--- src/rtl/accel_sample_ctrl.sv ---
// Sequencer/supervisor for the accelerometer SPI interface: reset control, round capture,
// block averaging with valid/ack handshake, and a watchdog that restarts a stalled interface.
module accel_sample_ctrl #(
    parameter int AVG_LOG2 = 2,
    parameter int TIMEOUT  = 4096,
    parameter int RST_HOLD = 8
) (
    input  logic        clk_SPI,
    input  logic        reset,
    input  logic        enable,
    input  logic        round_done,
    input  logic [11:0] x_in,
    input  logic [11:0] y_in,
    input  logic [11:0] z_in,
    output logic        spi_reset_n,
    output logic [11:0] x_avg,
    output logic [11:0] y_avg,
    output logic [11:0] z_avg,
    output logic        data_valid,
    input  logic        data_ack,
    output logic        overrun,
    output logic [7:0]  restarts,
    output logic [1:0]  ctrl_state
);

    localparam int AW = 12 + AVG_LOG2;
    localparam int NS = 1 << AVG_LOG2;
    localparam int CW = AVG_LOG2 + 1;
    localparam int WW = $clog2(TIMEOUT) + 1;
    localparam int HW = $clog2(RST_HOLD) + 1;

    typedef enum logic [1:0] {
        S_IDLE = 2'd0,
        S_HOLD = 2'd1,
        S_RUN  = 2'd2
    } state_t;

    state_t               r_state;
    state_t               w_next;
    logic [HW-1:0]        r_hold_cnt;
    logic [WW-1:0]        r_wd;
    logic [CW-1:0]        r_cnt;
    logic                 r_armed;
    logic                 r_rd_prev;
    logic                 r_spi_rst_n;
    logic                 r_valid;
    logic                 r_overrun;
    logic [7:0]           r_restarts;
    logic signed [AW-1:0] r_acc [3];
    logic [11:0]          r_avg [3];
    logic [11:0]          w_in  [3];

    logic w_capture;
    logic w_timeout;
    logic w_hold_entry;
    logic w_block_done;

    assign w_in[0] = x_in;
    assign w_in[1] = y_in;
    assign w_in[2] = z_in;

    // The first high level after the interface leaves reset carries no data, so a
    // capture needs a low level seen in RUN (armed) followed by a rising edge.
    assign w_capture    = (r_state == S_RUN) && round_done && !r_rd_prev && r_armed;
    assign w_block_done = (r_cnt == CW'(NS));
    assign w_hold_entry = (w_next == S_HOLD) && (r_state != S_HOLD);

    always_comb begin
        w_next    = r_state;
        w_timeout = 1'b0;
        case (r_state)
            S_IDLE: if (enable) w_next = S_HOLD;
            S_HOLD: if (r_hold_cnt == HW'(RST_HOLD - 1)) w_next = S_RUN;
            S_RUN: begin
                if ((r_wd == WW'(TIMEOUT - 1)) && !w_capture) begin
                    w_next    = S_HOLD;
                    w_timeout = 1'b1;
                end
            end
            default: w_next = S_IDLE;
        endcase
        if (!enable) begin
            w_next    = S_IDLE;
            w_timeout = 1'b0;
        end
    end

    always_ff @(posedge clk_SPI or negedge reset) begin
        if (!reset) begin
            r_state     <= S_IDLE;
            r_hold_cnt  <= '0;
            r_wd        <= '0;
            r_armed     <= 1'b0;
            r_rd_prev   <= 1'b0;
            r_spi_rst_n <= 1'b0;
            r_restarts  <= '0;
        end else begin
            r_state     <= w_next;
            r_rd_prev   <= round_done;
            r_spi_rst_n <= (w_next == S_RUN);

            if (w_hold_entry)              r_hold_cnt <= '0;
            else if (r_state == S_HOLD)    r_hold_cnt <= r_hold_cnt + HW'(1);

            if (w_hold_entry || w_capture) r_wd <= '0;
            else if (r_state == S_RUN)     r_wd <= r_wd + WW'(1);

            if (w_hold_entry)                        r_armed <= 1'b0;
            else if ((r_state == S_RUN) && !round_done) r_armed <= 1'b1;

            if (w_timeout && (r_restarts != 8'hFF)) r_restarts <= r_restarts + 8'd1;
        end
    end

    always_ff @(posedge clk_SPI or negedge reset) begin
        if (!reset) begin
            r_cnt <= '0;
            for (int i = 0; i < 3; i++) begin
                r_acc[i] <= '0;
                r_avg[i] <= '0;
            end
        end else begin
            if (w_hold_entry || w_block_done) begin
                r_cnt <= '0;
                for (int i = 0; i < 3; i++) r_acc[i] <= '0;
            end else if (w_capture) begin
                r_cnt <= r_cnt + CW'(1);
                for (int i = 0; i < 3; i++) r_acc[i] <= r_acc[i] + AW'($signed(w_in[i]));
            end
            // Arithmetic shift gives floor division for negative sums.
            if (w_block_done) begin
                for (int i = 0; i < 3; i++) r_avg[i] <= 12'(r_acc[i] >>> AVG_LOG2);
            end
        end
    end

    always_ff @(posedge clk_SPI or negedge reset) begin
        if (!reset) begin
            r_valid   <= 1'b0;
            r_overrun <= 1'b0;
        end else begin
            if (w_block_done)  r_valid <= 1'b1;
            else if (data_ack) r_valid <= 1'b0;

            if (w_block_done && r_valid && !data_ack) r_overrun <= 1'b1;
            else if (data_ack)                        r_overrun <= 1'b0;
        end
    end

    assign spi_reset_n = r_spi_rst_n;
    assign x_avg       = r_avg[0];
    assign y_avg       = r_avg[1];
    assign z_avg       = r_avg[2];
    assign data_valid  = r_valid;
    assign overrun     = r_overrun;
    assign restarts    = r_restarts;
    assign ctrl_state  = r_state;

endmodule

--- config.mk ---
export PLATFORM = sky130hd
export DESIGN_NAME = accel_sample_ctrl
export DESIGN_NICKNAME = d
export VERILOG_FILES = /design/src/rtl/accel_sample_ctrl.sv
export SDC_FILE = /design/constraint.sdc
export NUM_CORES = 1
export LEC_CHECK = 0
export ABC_AREA = 1
export CAP_MARGIN = 30
export CORE_MARGIN = 4
export CORE_UTILIZATION = 35
export CTS_CLUSTER_SIZE = 14
export DETAILED_ROUTE_END_ITERATION = 6
export GPL_TIMING_DRIVEN = 0
export PLACE_DENSITY = 0.56
export SLEW_MARGIN = 20
export SYNTH_ARGS = -nofsm -noshare
export SYNTH_HDL_FRONTEND = slang
export SYNTH_SLANG_ARGS = --single-unit
--- constraint.sdc ---
create_clock -name clk_SPI -period 4.5 [get_ports clk_SPI]
set_input_delay 0.9 -clock clk_SPI [delete_from_list [all_inputs] [get_ports clk_SPI]]
set_output_delay 0.9 -clock clk_SPI [all_outputs]
set_load 0.05 [all_outputs]
After elaboration in Yosys (flattened, before gate mapping) --
Cells that the tools add are included.
Word-level totals: word-level logic and storage cells 74, output and inout bits 49, bits of input ports 41, bits in registers 113
Cells by class: add/sub/neg operators 7, mux-type cells 20, reduce and logical (&&, ||, !) cells 22, equal/unequal tests 9
Operators by type and width (number):
- $mux 42 | 2
- $add 14x12->14 | 3
- $mux 13 | 2
- $add 13x1->13 const B | 1
- $eq 13x12->1 const B | 1
- $reduce_bool 2->1 | 6
- $logic_and 1x1->1 | 9
- $add 8x1->8 const B | 1
- $mux 1 | 8
- $mux 4 | 2
- $ne 8x8->1 const B | 1
- $mux 2 | 3
- $mux 3 | 2
- $pmux 2 s3 | 1
- $add 4x1->4 const B | 1
- $eq 2x1->1 const B | 2
- $eq 2x2->1 const B | 2
- $eq 4x3->1 const B | 1
- $logic_not 1->1 | 4
- $add 3x1->3 const B | 1
- $eq 3x3->1 const B | 1
- $logic_not 2->1 | 1
- $logic_or 1x1->1 | 2
- $ne 2x1->1 const B | 1

Longest topological paths before layout --
depth in word-level cells 13, depth in mapped cells 12, depth with buffers taken out 12

Worst setup path before layout --
OpenSTA, ideal clock, no wires.
path type input to register, from input y_in[0], to register r_acc[22] (netlist bit), library setup time 119 ps, stages 10, buffers on the path 0, arrival time 2139 ps, data required time 4381 ps, setup slack 2243 ps, cell sequence ha_1 fa_1 nand3_1 nand3_1 nand2_1 nand2_1 xnor2_1 inv_1 nand4_1 nand2_1
Between the ends: longest elaborated chain between the ends 3
Ends and longest elaborated chain:
- start, declared | RTL line 13 | input logic [11:0] y_in,
- $add 14x12->14 | RTL line 128 | for (int i = 0; i < 3; i++) r_acc[i] <= r_acc[i] + AW'($signed(w_in[i]));
- $mux 42 | RTL line 126 | end else if (w_capture) begin
- $mux 42 | RTL line 123 | if (w_hold_entry || w_block_done) begin
- end signal, assigned by index | RTL line 119 | r_acc[i] <= '0;
- end, declared | RTL line 49 | logic signed [AW-1:0] r_acc [3];
No other way between the ends. The select of a mux whose other input is x is not followed. A chain may end at the register's enable or synchronous reset.

Final worst setup path --
from register r_state[1], in the netlist ctrl_state[1], to output ctrl_state[1]
RTL lines:
- start, declared | RTL line 38 | state_t r_state;
- start signal, assigned | RTL line 98 | r_state <= w_next;
- end, declared | RTL line 23 | output logic [1:0] ctrl_state
No word-level cell between the ends.

==> metrics <==
met3 wire len=about 640 µm; min setup slack post-route=1840 ps; met1 wire length=9460 µm; clk sink count=113; final instance area=9140 µm²; most common cell after layout, fill and taps aside=nand2_1; Die Width=152 µm; fin crit share=59.2%; initial antenna violation count=0; clk buf depth=2; height of the die=between 150 and 200 µm; Syn-to-layout area delta=25.8%; DR pass1 iterations=5; DRC viols=0; Port Buf Inserts=89; first-pass GRT wire length=32300 µm; Rel. slew slack=a little under 60%; GRT Overall Usage=roughly 17%; LEAKAGE=roughly 4.8 nW; Buf/Inv on CP=1; Synth Register Bits=113; # diodes=0; worst path required time=3600 ps; share of post-route cells with drive strength above 1=around 4.8%; Synth Area per Inst=7.36 µm²; routed wl met2=a little under 9000 µm; minimum clock period=2660 ps; GPL Wtd Cong=0.874; final hold vios=0; CTS clk-pin slew, worst paths=60 ps; pre-CTS WS=~1500 ps; via count=6561; placed cell areas=8520 µm²; largest net degree at the start of global routing=76; Cell Pwr Density=300 nW/µm²; routed len/inst=13.9 µm; Tot Pwr=~2.7 mW; Non-Filler Instances=1378; Synth Cell Area=7260 µm²; Top-Level Pins=90; full die area=between 20000 and 25000 µm²; critical path class=reg -> out; Cells after DPL=1346; Synth area leaders=dfrtp_1 (39%), nand2_1 (17%), ha_1 (7.6%); worst-path cell with the longest stage delay=clkdlybuf4s50_1; TritonCTS Buffers=17; status=finished clean; DP HPWL=14300 µm; total grt overflow=0; Worst-Margin Slew=approximately 630 ps; maximum VDD drop=0.255 mV; average vias per placed instance=~4.8; htree depth=4; final net count=1183; CTS tree=built; Worst Hold Class=in -> async; Final setup viols=0; RSZ-0062 raised after global routing=false; max layer used=met4; worst-path fanout max=6; hold-fix buffers at CTS=0; unique cell type count in the Yosys netlist=35; CP Capture Type=output pin; top-area cell type share of the netlist area=around two fifths; setup bufs post-CTS=0; EDFF count, synth=0; maximum clock frequency=0.375 GHz; register area share after synthesis=39.0%; Crit path max-delay family=buffers and inverters; Clock Latency Late Sink=420 ps; drt total wl=around 19000 µm; max-slew violations=0; 1st-iter DRT viols=390; DRT antenna net count=0; cells along the critical path=clkdlybuf4s50_1; Clock Skews=8.05 ps; Post-Synthesis Cells=986; crit start category=register; # rows=52; Async SR Flop Fraction=100%; number of global-route vias before repair=~6600; largest stage delay on the critical path=between 800 and 900 ps; cts repair resizes=0; setup_tns=0 ps; CP Data Arrival Time=1760 ps; most frequent cells in the layout=nand2_1 (330), inv_1 (138), dfrtp_1 (113); ys flop type=dfrtp_1; max cap viols=0; Synth warnings=0; root buf cell=clkbuf_16; Mapped Nets=1074; core area=20300 µm²; Initial Util=35.8%; Synth area leader=dfrtp_1
## kinds of logic (layout without fill, tap and decap cells)
group | count (synthesis) | after routing | synth area share, %
flops | 113 | 113 | 39.0
xor+xnor | 39 | 39 | 4.71
buf+inv | 170 | 292 | 9.51
fa+ha+maj | 47 | 47 | 8.41
simple gates | 542 | 542 | 32.9
compound gates | 75 | 75 | 5.53
## area by class of cell
cell class                      instances  area (µm²)
Tap cell                              270         338
Buffer                                 31         169
Timing Repair Buffer                   90         920
Sequential cell                       113        2830
Clock buffer                           24         492
Clock inverter                          8         126
Inverter                              139         522
Fill cell                            2091       11200
Multi-Input combinational cell        703        3740
## worst register-to-register path, stage by stage, from the launching register on
cell	delay [ps]
dfrtp_1	400
ha_1	190
nand2_1	70
nor2_1	100
nand2_1	90
nor2_1	150
nand2_2	90
nand2_2	90
nand4_2	170
nand3_1	210
buf_2	320
o21ai_1	100
## cell usage after synthesis, types with 2 or more instances
library cell	n
nor4_1	2
o21ai_1	35
nor3b_1	3
inv_1	138
dfrtp_1	113
nand2_2	2
o21bai_1	3
buf_6	6
xnor2_1	16
buf_1	3
nand3_1	54
fa_1	3
nand4_1	78
o21ai_0	8
ha_1	44
a41oi_1	2
xor2_1	23
clkbuf_1	16
a21oi_1	23
nor3_1	3
a21boi_0	2
nor2_1	60
buf_2	6
and2_1	3
nand2_1	330
## final timing paths
check                                         from                     to  slack [ps]  depth (start not counted)
max in group asynchronous                    reset  r_acc[34]$_DFFE_PN0P_        3390                          2
setup / recovery           ctrl_state[1]$_DFF_PN0_          ctrl_state[1]        1840                          1
min in group clk_SPI          x_avg[7]$_DFFE_PN0P_   x_avg[7]$_DFFE_PN0P_         470                          2
hold / removal                               reset   z_avg[3]$_DFFE_PN0P_         380                          1
hold reg to reg               x_avg[7]$_DFFE_PN0P_   x_avg[7]$_DFFE_PN0P_         470                          2
setup reg to reg               r_wd[0]$_DFFE_PN0P_  r_acc[31]$_DFFE_PN0P_        2390                         11
## per-layer routing
layer	vias up	global-route usage, %
met1	3027	22.6
met2	113	27.8
li1	3405	-
met3	16	3.67
met5	-	0
met4	0	5.05
## stage by stage
step                hold WS [ps]  util (%)
CTS                          383      45.0
global placement             462      41.8
finish                       380      45.0
floorplan                    447         -
detailed placement           466      42.0
global route                 400      45.0
## where the power goes
group	leakage (nW)	internal (mW)	switching, mW
Clock	0.293	0.929	0.493
Sequential	1.57	1.03	0.0152
Combinational	2.93	0.103	0.160
Total	4.79	2.07	0.669
## registers in the layout (all words and copies together), names as in the netlist
register and cells:
x_avg 12, r_cnt 3, ctrl_state 2, spi_reset_n 1
r_wd 13, overrun 1, r_hold_cnt 4, restarts 8
r_rd_prev 1, r_acc 42, r_armed 1, y_avg 12
z_avg 12, data_valid 1
Note: power is estimated with default switching activity, not from simulation.
